[src/rtl/btn_conditioner.sv]
// Push-button front end for the lock FSM: two-flop synchroniser, per-channel debounce,
// and one-tick-wide press pulses with a sticky lost-press flag.
module btn_conditioner #(
  parameter int unsigned N_BTN     = 3,
  parameter int unsigned DB_CYCLES = 1000000,
  parameter int unsigned CNT_W     = 20
) (
  input  logic             clk,
  input  logic             rst,
  input  logic             tick,
  input  logic [N_BTN-1:0] btn_raw,
  input  logic             lost_clr,
  output logic [N_BTN-1:0] btn_level,
  output logic [N_BTN-1:0] btn_pulse,
  output logic [N_BTN-1:0] press_lost
);

  localparam logic [CNT_W-1:0] CNT_LAST = CNT_W'(DB_CYCLES - 1);

  // Marks the first cycle whose synchronised sample reflects the pins after reset.
  logic [2:0] r_vld;
  logic       w_first_vld;

  always_ff @(posedge clk or negedge rst) begin
    if (!rst) r_vld <= '0;
    else      r_vld <= {r_vld[1:0], 1'b1};
  end

  assign w_first_vld = r_vld[1] & ~r_vld[2];

  for (genvar g = 0; g < int'(N_BTN); g++) begin : g_ch
    logic             r_meta;
    logic             r_sync;
    logic             r_stable;
    logic             r_prev;
    logic             r_armed;
    logic             r_pending;
    logic             r_pulse;
    logic             r_lost;
    logic [CNT_W-1:0] r_cnt;
    logic             w_rise;
    logic             w_fall;

    // A button already held through reset stays unarmed until a debounced release.
    assign w_rise = r_stable & ~r_prev & r_armed;
    assign w_fall = ~r_stable & r_prev;

    always_ff @(posedge clk or negedge rst) begin
      if (!rst) begin
        r_meta   <= 1'b0;
        r_sync   <= 1'b0;
        r_stable <= 1'b0;
        r_prev   <= 1'b0;
        r_armed  <= 1'b0;
        r_cnt    <= '0;
      end else begin
        r_meta <= btn_raw[g];
        r_sync <= r_meta;
        r_prev <= r_stable;
        if (r_sync == r_stable) begin
          r_cnt <= '0;
        end else if (r_cnt == CNT_LAST) begin
          r_stable <= r_sync;
          r_cnt    <= '0;
        end else begin
          r_cnt <= r_cnt + CNT_W'(1);
        end
        if (w_fall || (w_first_vld && !r_sync)) r_armed <= 1'b1;
      end
    end

    // One-deep press queue drained on each tick; a second press while queued is lost.
    always_ff @(posedge clk or negedge rst) begin
      if (!rst) begin
        r_pending <= 1'b0;
        r_pulse   <= 1'b0;
        r_lost    <= 1'b0;
      end else begin
        if (tick) begin
          r_pulse   <= r_pending;
          r_pending <= w_rise;
        end else if (w_rise) begin
          r_pending <= 1'b1;
        end
        if (!tick && w_rise && r_pending) r_lost <= 1'b1;
        else if (lost_clr)                r_lost <= 1'b0;
      end
    end

    assign btn_level[g]  = r_stable;
    assign btn_pulse[g]  = r_pulse;
    assign press_lost[g] = r_lost;
  end

endmodule

[config.mk]
export PLATFORM = sky130hd
export DESIGN_NAME = btn_conditioner
export DESIGN_NICKNAME = d
export VERILOG_FILES = /design/src/rtl/btn_conditioner.sv
export SDC_FILE = /design/constraint.sdc
export NUM_CORES = 1
export LEC_CHECK = 0
export ABC_AREA = 1
export BUFFER_PORTS_ARGS = -buffer_cell sky130_fd_sc_hd__buf_2
export CAP_MARGIN = 0
export CORE_ASPECT_RATIO = 0.8
export CORE_MARGIN = 2
export CORE_UTILIZATION = 45
export CTS_BUF_LIST = sky130_fd_sc_hd__clkbuf_16
export CTS_CLUSTER_DIAMETER = 120
export CTS_CLUSTER_SIZE = 12
export DETAILED_ROUTE_END_ITERATION = 6
export GPL_TIMING_DRIVEN = 0
export HOLD_SLACK_MARGIN = 0.02
export PLACE_DENSITY = 0.69
export SYNTH_ARGS = -nofsm -noshare
export SYNTH_HDL_FRONTEND = slang
export SYNTH_SLANG_ARGS = --single-unit
[constraint.sdc]
create_clock -name clk -period 1.6 [get_ports clk]
set_input_delay 0.24 -clock clk [delete_from_list [all_inputs] [get_ports clk]]
set_output_delay 0.24 -clock clk [all_outputs]
set_load 0.05 [all_outputs]
==> insert_results.sql <==
INSERT INTO impl_metrics (metric_group, metric, value, unit) VALUES
('floorplanning', 'dieArea', '10700', 'sq um'),
('status', 'status', 'completed', ''),
('grt', 'first_global_vias', '3368', ''),
('timing', 'tightest_slew', '537', 'ps'),
('critical_path', 'crit_path_start_kind', 'flip-flop', ''),
('yosys', 'synth.top_cell.area_share', '48.9', '%'),
('yosys', 'synth-async-reset-ratio', '100', '%'),
('yosys', 'synth_sequential_area_ratio', '48.9', '%'),
('flow_run', 'max_cap_violations', '0', ''),
('min_path', 'holdCritStartpoint', 'lost_clr', ''),
('pwr', 'ir_worst_vdd', '0.000551', 'V'),
('yosys', 'synth-seq-cells', '87', ''),
('pwr', 'power.combinational.fraction', '3.5', '%'),
('pwr', 'share_clk_of_total_power', '46.4', '%'),
('yosys', 'netlist_area', '4450', 'sq um'),
('timing', 'timing.final.hold_violations', '0', ''),
('min_path', 'hold_depth', '2', ''),
('detailed_routing', 'drt-pass1-iter-count', '5', ''),
('detailed_routing', 'route.vias.total', '3541', ''),
('pwr', 'power', '4.50', 'mW'),
('yosys', 'synth_top_cells_by_area', 'dfrtp_1, nor2_1, nand2_1', ''),
('pwr', 'internal_power', '3.49', 'mW'),
('critical_path', 'regToRegSetupSlack', '130', 'ps'),
('timing', 'timing.clock.skew', '5.39', 'ps'),
('clock_network', 'cts_buffers', '9', ''),
('detailed_routing', 'antenna_left', '0', ''),
('placement', 'dp_hpwl', '6580', 'um'),
('clock_network', 'worst_skew_pair.late_latency', '340', 'ps'),
('critical_path', 'critical_path.n_buffers_inverters', '2', ''),
('yosys', 'leading_post_synthesis_cells_by_instance_count', 'nor2_1, nand2_1, dfrtp_1', ''),
('yosys', 'yosys.area.top_type', 'dfrtp_1', ''),
('detailed_routing', 'route.detailed.wl_per_inst', '12.4', 'um'),
('critical_path', 'critical_path_arrival', '1270', 'ps'),
('finish', 'fin_util', '52.9', '%'),
('timing', 'layout_worst_path_cycle_share', '94.2', '%'),
('yosys', 'syn_inst', '548', ''),
('floorplanning', 'placementRows', '32', ''),
('min_path', 'min-delay-path-class', 'in2reg', ''),
('detailed_routing', 'finalWirelength', '8920', 'um'),
('critical_path', 'crit_chain', 'buf_4 -> buf_2', ''),
('critical_path', 'worst-path-max-fanout', '5', ''),
('timing', 'totalNegativeSetupSlack', '0', 'ps'),
('placement', 'buffer_ports.inserted', '15', ''),
('pwr', 'seq_power_share', '50.1', '%'),
('yosys', 'syn_avg_cell_area', '8.12', 'sq um'),
('timing', 'fin_crit', '1510', 'ps'),
('critical_path', 'worstSetupEndpointType', 'primary output', ''),
('finish', 'design.final.nets', '590', ''),
('yosys', 'synth_enable_flop_cells', '0', ''),
('critical_path', 'critical_path.slowest_cell', 'dfrtp_1', ''),
('finish', 'final_layout_size_suffix_gt1_share', '14.7', '%'),
('timing', 'layout_setup_ws', '92.4', 'ps'),
('pwr', 'power.net_switching', '1.01', 'mW'),
('pwr', 'powerDensity', '882', 'nW/um^2'),
('grt', 'first_pass_grt_wire_length', '15600', 'um'),
('clock_network', 'clock_transition_time_at_the_flip_flop_clock_pins_of_the_worst_setup_and_hold_paths', '60', 'ps'),
('critical_path', 'max_stage_delay', '510', 'ps'),
('floorplanning', 'initial_utilization', '46.1', '%'),
('timing', 'grt_setup_unrepaired', 'false', ''),
('critical_path', 'crit-reg2reg-launch', 'g_ch[2].r_cnt[0]$_DFF_PN0_', ''),
('detailed_routing', 'post-route-drc-count', '0', ''),
('floorplanning', 'floorplan.core_area', '9650', 'sq um'),
('detailed_routing', 'routed_via_density', '4.91', ''),
('yosys', 'yosys.cell_count.top_type', 'nor2_1', ''),
('pwr', 'sw_frac_of_total', '22.4', '%'),
('critical_path', 'ff2ff_path_depth', '6', ''),
('detailed_routing', 'initialDrtViolationCount', '144', ''),
('finish', 'synthToLayoutAreaGrowth', '14.8', '%'),
('grt', 'initial_antenna_violation_count', '0', ''),
('floorplanning', 'boundaryPins', '16', ''),
('clock_network', 'h-tree-depth', '3', '');
area by class of cell:
type	instances	area, sq um	area share (%)
buffer	11	75.1	1.47
clock buffer	9	225	4.41
clock inverter	7	72.6	1.42
inverter	55	206	4.04
multi-input combinational	395	2030	39.7
sequential	87	2180	42.6
tap	136	170	3.33
timing repair buffer	21	153	2.99
power by group through the flow:
stage / Sequential, mW / Clock [mW] / Combinational, mW
2_1_floorplan: 2.29 / 0 / 0.0653
3_3_place_gp: 2.30 / 0 / 0.136
3_5_place_dp: 2.30 / 0 / 0.148
4_1_cts: 2.26 / 2.14 / 0.158
5_1_grt: 2.26 / 2.23 / 0.186
6_report: 2.26 / 2.09 / 0.159
worst min path at each step:
stage | endpoint
after floorplan | g_ch[0].r_armed$_DFFE_PN0P_
after global placement | r_vld[1]$_DFF_PN0_
after detailed placement | g_ch[2].r_cnt[10]$_DFF_PN0_
after CTS | g_ch[0].r_pulse$_DFFE_PN0P_
after global routing | g_ch[1].r_lost$_DFFE_PN0P_
final | g_ch[2].r_lost$_DFFE_PN0P_
metrics by stage:
stage               area, sq um  instances
floorplan                  4450        548
global placement           4700        699
detailed placement         4730        700
CTS                        5080        720
global route               5110        721
finish                     5110        721
metal layers:
layer / global-route usage [%] / up-vias / part of all wire, %
met3: 5.96 / 15 / 5.7
li1: - / 1788 / -
met2: 28.6 / 78 / 44
met4: 4.12 / 0 / 1.1
met5: 0 / - / 0
met1: 26.5 / 1660 / 49
timing repair:
item	4_1_cts	5_1_grt
hold endpoints to repair	43	0
pin swaps	0	2
setup buffers	0	1
resized for setup	1	7
setup endpoints to repair	5	20
hold buffers	4	0
worst reg2reg max path, stage by stage, from the launching register on:
cell and delay (ps):
dfrtp_1 390, ha_2 220, nand3_2 140, nor2_2 180, nand3_2 170, nand2_2 190, nor2_1 70
state kept, by name (all words and copies together), names as in the netlist:
signal,cells
g_ch.r_armed,3
g_ch.r_cnt,60
g_ch.r_lost,3
g_ch.r_meta,3
g_ch.r_pending,3
g_ch.r_prev,3
g_ch.r_pulse,3
g_ch.r_stable,3
g_ch.r_sync,3
r_vld,3
cell usage in the layout, fill, tap and decap left out, types with 13 or more instances in the layout:
| master | synthesis | routed |
|---|---|---|
| nand3_1 | 40 | 40 |
| nand2_1 | 102 | 102 |
| dfrtp_1 | 87 | 87 |
| nor2_2 | 13 | 13 |
| nor2_1 | 128 | 127 |
| xor2_1 | 19 | 19 |
| buf_2 | 0 | 14 |
| a21oi_1 | 13 | 13 |
| xnor2_1 | 13 | 13 |
| inv_1 | 52 | 52 |
logic make-up after synthesis:
group / after synthesis / synth area share [%]
adder cells (fa/ha/maj): 3 / 0.843
AND/OR/NAND/NOR: 327 / 33.3
flip-flops: 87 / 48.9
AO/OA/AOI/OAI: 31 / 3.91
XOR/XNOR: 33 / 6.66
buffers and inverters: 66 / 6.32
other: 1 / 0.0842
(Power assumes the default switching activity.)
